[config.mk]
export PLATFORM = sky130hd
export DESIGN_NAME = apb_slave_bank
export DESIGN_NICKNAME = d
export VERILOG_FILES = /design/src/rtl/apb_slave_pkg.sv /design/src/rtl/apb_slave_regbank.sv /design/src/rtl/apb_slave_bank.sv
export SDC_FILE = /design/constraint.sdc
export NUM_CORES = 2
export LEC_CHECK = 0
export BUFFER_PORTS_ARGS = -buffer_cell sky130_fd_sc_hd__buf_4
export CORE_MARGIN = 2
export CORE_UTILIZATION = 57
export CTS_CLUSTER_DIAMETER = 100
export DETAILED_ROUTE_END_ITERATION = 12
export PLACE_DENSITY = 0.82
export SLEW_MARGIN = 15
export SYNTH_ARGS = -nofsm -noshare
export SYNTH_HDL_FRONTEND = slang
export SYNTH_SLANG_ARGS = --single-unit
[constraint.sdc]
create_clock -name Hclk -period 2.8 [get_ports Hclk]
set_input_delay 0.56 -clock Hclk [delete_from_list [all_inputs] [get_ports Hclk]]
set_output_delay 0.56 -clock Hclk [all_outputs]
set_load 0.05 [all_outputs]
[src/rtl/apb_slave_pkg.sv]
// Shared types and constants for the four-slave APB responder.
// Latency: n/a (types and a pure combinational helper only).
// Backpressure: n/a.
package apb_slave_pkg;

    typedef enum logic [1:0] {
        IDLE   = 2'd0,
        SETUP  = 2'd1,
        ACCESS = 2'd2
    } apb_state_e;

    localparam int NUM_SLAVES = 4;
    localparam int ERR_CNT_W  = 8;

    // True when exactly one of the four select bits is set.
    function automatic logic onehot4(input logic [3:0] sel);
        return (sel != 4'd0) && ((sel & (sel - 4'd1)) == 4'd0);
    endfunction

endpackage

[src/rtl/apb_slave_regbank.sv]
// DEPTH x 32 register bank with one synchronous write port and one registered read port.
// Latency: write lands at the enabling edge; read data appears 1 cycle after i_re.
// Backpressure: none; both ports accept every cycle. o_rdat holds between reads.
//
// Ports:
//   i_clk, i_rst_n       clock, async active-low reset (words -> RST_VAL, o_rdat -> 0)
//   i_we/i_waddr/i_wdat  write strobe, word index, data
//   i_re/i_raddr         read strobe, word index
//   o_rdat               registered read data
module apb_slave_regbank #(
    parameter int          DEPTH   = 16,
    parameter logic [31:0] RST_VAL = 32'h0
) (
    input  logic                     i_clk,
    input  logic                     i_rst_n,
    input  logic                     i_we,
    input  logic [$clog2(DEPTH)-1:0] i_waddr,
    input  logic [31:0]              i_wdat,
    input  logic                     i_re,
    input  logic [$clog2(DEPTH)-1:0] i_raddr,
    output logic [31:0]              o_rdat
);

    logic [31:0] r_mem [DEPTH];
    logic [31:0] r_rdat;

    always_ff @(posedge i_clk or negedge i_rst_n) begin
        if (!i_rst_n) begin
            for (int i = 0; i < DEPTH; i++) begin
                r_mem[i] <= RST_VAL;
            end
            r_rdat <= 32'h0;
        end else begin
            if (i_we) begin
                r_mem[i_waddr] <= i_wdat;
            end
            if (i_re) begin
                r_rdat <= r_mem[i_raddr];
            end
        end
    end

    assign o_rdat = r_rdat;

endmodule

[src/rtl/apb_slave_bank.sv]
// APB responder for four peripherals: decodes one-hot Pselx, tracks SETUP/ACCESS, commits
// writes into four register banks and flags protocol violations from the bridge.
// Latency: zero wait states; read data valid 1 cycle after setup edge, xfer_done 1 cycle after
// ACCESS entry. Backpressure: none (PREADY is implicitly always high).
//
// Ports:
//   Hclk, Hresetn   clock, async active-low reset
//   Pselx[3:0]      one-hot slave select
//   Penable         access-phase strobe
//   Pwrite          1 = write, 0 = read
//   Paddr[31:0]     byte address; word index = Paddr[log2(DEPTH)+1:2], upper bits alias
//   Pwdata[31:0]    write data
//   Prdata[31:0]    read data, loaded at setup entry and held until the next read load
//   xfer_done       one-cycle pulse per legal completed transfer
//   prot_err        one-cycle pulse per cycle in which a violation is seen
//   err_cnt[7:0]    saturating violation count
module apb_slave_bank
    import apb_slave_pkg::*;
#(
    parameter int          DEPTH   = 16,
    parameter logic [31:0] RST_VAL = 32'h0
) (
    input  logic                 Hclk,
    input  logic                 Hresetn,
    input  logic [3:0]           Pselx,
    input  logic                 Penable,
    input  logic                 Pwrite,
    input  logic [31:0]          Paddr,
    input  logic [31:0]          Pwdata,
    output logic [31:0]          Prdata,
    output logic                 xfer_done,
    output logic                 prot_err,
    output logic [ERR_CNT_W-1:0] err_cnt
);

    localparam int AW = $clog2(DEPTH);
    localparam logic [ERR_CNT_W-1:0] ERR_ONE = ERR_CNT_W'(1);

    apb_state_e           r_state;
    logic [3:0]           r_sel;
    logic [31:0]          r_addr;
    logic                 r_write;
    logic [31:0]          r_wdata;
    logic                 r_xfer_done;
    logic                 r_prot_err;
    logic [ERR_CNT_W-1:0] r_err_cnt;

    logic       w_valid;
    logic       w_multi;
    logic       w_match;
    logic       w_start;   // latch a new request and load read data
    logic       w_commit;  // enter ACCESS, perform the write if any
    logic       w_viol;
    apb_state_e w_next;

    logic [NUM_SLAVES-1:0] w_we;
    logic [NUM_SLAVES-1:0] w_re;
    logic [31:0]           w_rdat [NUM_SLAVES];

    assign w_valid = onehot4(Pselx);
    assign w_multi = (Pselx != 4'd0) && !w_valid;
    assign w_match = (Pselx == r_sel) && (Paddr == r_addr) &&
                     (Pwrite == r_write) && (Pwdata == r_wdata);

    always_comb begin
        w_start  = 1'b0;
        w_commit = 1'b0;
        w_viol   = 1'b0;
        w_next   = IDLE;
        if (w_multi) begin
            w_viol = 1'b1;
        end else begin
            case (r_state)
                IDLE: begin
                    // Penable with no setup behind it, with or without a select
                    if (Penable)      w_viol  = 1'b1;
                    else if (w_valid) w_start = 1'b1;
                end
                SETUP: begin
                    if (!w_valid) begin
                        w_viol = 1'b1;
                    end else if (!Penable) begin
                        // repeated setup: flagged, but the new request replaces the old one
                        w_viol  = 1'b1;
                        w_start = 1'b1;
                    end else if (w_match) begin
                        w_commit = 1'b1;
                    end else begin
                        w_viol = 1'b1;
                    end
                end
                ACCESS: begin
                    // Pselx == 0 is the normal return to IDLE
                    if (w_valid) begin
                        if (Penable) w_viol  = 1'b1;
                        else         w_start = 1'b1;
                    end
                end
                default: ;
            endcase
        end
        if (w_start) begin
            w_next = SETUP;
            // misaligned address is reported but the transfer proceeds on the truncated index
            if (Paddr[1:0] != 2'b00) w_viol = 1'b1;
        end
        if (w_commit) begin
            w_next = ACCESS;
        end
    end

    always_ff @(posedge Hclk or negedge Hresetn) begin
        if (!Hresetn) begin
            r_state     <= IDLE;
            r_sel       <= 4'd0;
            r_addr      <= 32'h0;
            r_write     <= 1'b0;
            r_wdata     <= 32'h0;
            r_xfer_done <= 1'b0;
            r_prot_err  <= 1'b0;
            r_err_cnt   <= '0;
        end else begin
            r_state     <= w_next;
            r_xfer_done <= w_commit;
            r_prot_err  <= w_viol;
            if (w_viol && (r_err_cnt != '1)) begin
                r_err_cnt <= r_err_cnt + ERR_ONE;
            end
            if (w_start) begin
                r_sel   <= Pselx;
                r_addr  <= Paddr;
                r_write <= Pwrite;
                r_wdata <= Pwdata;
            end
        end
    end

    for (genvar g = 0; g < NUM_SLAVES; g++) begin : g_bank
        // Write uses the latched request; read uses the live bus at the setup edge so the
        // data is ready for the whole access cycle. The two never coincide on one edge.
        assign w_we[g] = w_commit && r_write && r_sel[g];
        assign w_re[g] = w_start && Pselx[g];

        apb_slave_regbank #(
            .DEPTH   (DEPTH),
            .RST_VAL (RST_VAL)
        ) u_bank (
            .i_clk   (Hclk),
            .i_rst_n (Hresetn),
            .i_we    (w_we[g]),
            .i_waddr (r_addr[AW+1:2]),
            .i_wdat  (r_wdata),
            .i_re    (w_re[g]),
            .i_raddr (Paddr[AW+1:2]),
            .o_rdat  (w_rdat[g])
        );
    end

    // r_sel only ever changes together with a read load into the newly selected bank, so
    // muxing by it keeps Prdata equal to the last value read. After reset r_sel is 0.
    always_comb begin
        Prdata = 32'h0;
        for (int i = 0; i < NUM_SLAVES; i++) begin
            if (r_sel[i]) Prdata = Prdata | w_rdat[i];
        end
    end

    assign xfer_done = r_xfer_done;
    assign prot_err  = r_prot_err;
    assign err_cnt   = r_err_cnt;

endmodule

==> summary.txt <==
Outcome -> finished with violations
Core area -> 0.178 mm²
Full die area -> 0.183 mm²
Clk_skew -> 0.0553 ns
Failing checks -> negative setup slack
CP endpoint kind -> flop
Max-slew headroom -> 0.270
Leakage power -> 0.0587 µW
Seq cells post-synth -> 2256
Max Cap Viol -> 0
Die span in y -> 427 µm
PnR worst setup slack -> -0.721 ns
Routed WL -> 276000 µm
WP data required -> 3.53 ns
Pin count of the biggest net entering global routing -> 124
Crit path kind -> reg -> reg
Port Buf Inserts -> 113
Met3 Use GR -> 0.0646
Worst-margin pin slew -> 1.10 ns
Dpl hpwl -> 164000 µm
Drt initial violations -> 5367
Seq/Total Area, Yosys -> 0.553
GRT Util Overall -> 0.300
Dominant synthesized flop cell -> dfrtp_1
Number of synthesized flops with an enable pin -> 0
Syn nets -> 6215
Synth async-reset ratio -> 1.00
Slew Limit Fails -> 0
Cell Rows -> 155
Final hold violation count -> 0
PwrDens -> 609 mW/mm²
Vias/cell -> 6.50
Met1 Usage GRT -> 0.406
Nets -> 6473
H-tree depth -> 4
RD Place Congestion -> 0.875
Initial Utilization -> 0.573
Pre-CTS setup slack -> -1.24 ns
Clk sink count -> 2256
Via count -> 58200
Placed cell areas -> 0.109 mm²
Mean post-synth cell area -> 16.6 µm²
Final period util -> 1.26
HP Class -> in -> reg
DRC Markers -> 0
Gr busiest metal -> met2
Tot Pwr -> 72900 µW
Most frequent cells in the layout -> 2220 x dfrtp_1, 1697 x mux2_2, 640 x mux4_2
Worst-skew pair later-pin latency -> 0.87 ns
Post-Layout Inst Area -> 0.120 mm²
Die width -> 427 µm
Peak supply drop -> 0.610 mV
Clock Tree Root -> clkbuf_16
Critical Path AT -> 4.25 ns
Share of cells above drive strength 1 -> 0.582
Total CTS buffers -> 219
First-pass GRT wire length -> 407000 µm
Setup violators final -> 2089
Tmin final -> 3.52 ns
Average wire per cell in the routed design -> 30.8 µm
Vias in the first global route -> 62500
Worst-path fanout max -> 9
Initial antenna violation count -> 11
Clk slew on worst S/H paths -> 0.06 ns
Clk buf depth -> 3
Synth cell types -> 49
First drt pass iteration count -> 5
GR Layer Usage met2 -> 0.480
Most common cell after layout, fill and taps aside -> dfrtp_1
IO Count -> 114
Crit start category -> flop
CTS tree -> yes
Max Fclk -> 0.284 GHz
Synthesized area -> 0.102 mm²
Mapped Cells -> 6138
RSZ-0062 raised after global routing -> true
Final ANT Viol Nets -> 0
Ys Warns -> 0
Grt ovf -> 0
Area grow syn2layout -> 17.2%
-- what timing repair did --
| item | CTS | global route |
|---|---|---|
| pin swaps | 7 | 6 |
| gates resized for setup | 94 | 141 |
| setup buffers | 12 | 11 |
| hold buffers | 58 | 0 |
| gates cloned | 14 | 30 |
| endpoints found under the setup margin | 2089 | 2089 |
| hold endpoints to repair | 89 | 0 |
-- metrics by stage --
step | std cells | util | setup TNS (ns) | hold WS (ns)
after floorplan | 6138 | - | -357.46 | 0.264
after global placement | 8410 | 0.612 | -2229.97 | 0.462
after detailed placement | 8410 | 0.612 | -2339.19 | 0.476
after CTS | 8913 | 0.664 | -994.12 | 0.00682
after global routing | 8950 | 0.672 | -1143.56 | 0.0397
final | 8952 | 0.672 | -1201.71 | 0.0535
-- power by group --
| group | internal [µW] | switching (µW) | leakage (µW) |
|---|---|---|---|
| Combinational | 1860 | 6070 | 0.0235 |
| Clock | 18500 | 13200 | 0.00388 |
| Sequential | 33000 | 304 | 0.0313 |
-- cell families (layout without fill, tap and decap cells) --
family                   count (synthesis)  in the layout  synth area share
AO/OA/AOI/OAI                           94             94           0.00662
XOR/XNOR                                61             61           0.00523
adder cells (fa/ha/maj)                  6              6          0.000711
buffers and inverters                  644           1100            0.0341
flip-flops                            2256           2256             0.553
multiplexers                          2876           2876             0.388
other                                    0              3                 0
AND/OR/NAND/NOR                        201            201            0.0129
-- layer usage --
layer  share of wire  wire length [µm]  up-vias
li1                -                 -    23400
met1            0.39            108000    32000
met2            0.49            136000     2288
met3           0.073             20200      618
met4           0.045             12300       10
met5         0.00025                69        -
-- final timing paths --
path                                             startpoint  cells after the start  slack [ns]                           to
worst max-delay path                            r_wdata[28]                     11       -0.72  g_bank[2].u_bank.r_mem[147]
worst min-delay path                             Pwdata[21]                      3        0.05                  r_wdata[21]
worst max register to register                  r_wdata[28]                     11       -0.72  g_bank[2].u_bank.r_mem[147]
worst min register to register  g_bank[1].u_bank.r_mem[180]                      1        0.49  g_bank[1].u_bank.r_mem[180]
max in group asynchronous                           Hresetn                      3        1.28  g_bank[3].u_bank.r_mem[285]
min in group asynchronous                           Hresetn                      2        0.28                   r_addr[17]
-- final cells by class --
type	count	area, µm²
Clock inverter	95	1310
Fill cell	11000	58500
Sequential cell	2256	56500
Clock buffer	324	6540
Antenna cell	3	7.51
Inverter	18	67.6
Timing Repair Buffer	663	8320
Multi-Input combinational cell	3238	44000
Tap cell	2355	2950
-- synth_stat cells, drive strengths merged (3+ instances only) --
master   count  area [µm²]
ha           5        62.6
nor2        17        63.8
nand3        7        35.0
nor3         7        35.0
nand2       93         624
inv         18        67.6
or3          3        28.8
xor2        49         429
mux2      2236       25200
nor4        17         166
nor2b       15        93.8
a31oi        3        18.8
xnor2       12         105
dfrtp     2256       56500
mux4       640       14400
nand2b       7        43.8
and3         4        25.0
clkbuf     386        1450
and2        18         113
buf        240        1970
a22oi       64         480
o21ai       15        75.1
nand4        5        31.3
a2111oi      3        26.3
-- registers in the layout, summed over array words and instances (netlist names) --
signal	flops
g_bank.u_bank.r_mem	2048
g_bank.u_bank.o_rdat	128
r_addr	32
r_wdata	32
err_cnt	8
r_sel	4
r_state	2
prot_err	1
r_write	1
-- worst max-delay path, stage by stage, from the launching register on --
cell       delay [ns]
dfrtp_2          0.44
xnor2_4          0.29
nand4_1          0.25
or4_4            0.53
or3_4            0.44
nor4_4           0.29
buf_4            0.19
clkbuf_16        0.15
and2_4           0.18
buf_4            0.13
buf_12           0.15
mux2_4           0.32
Power figures use the tool's default switching activity.
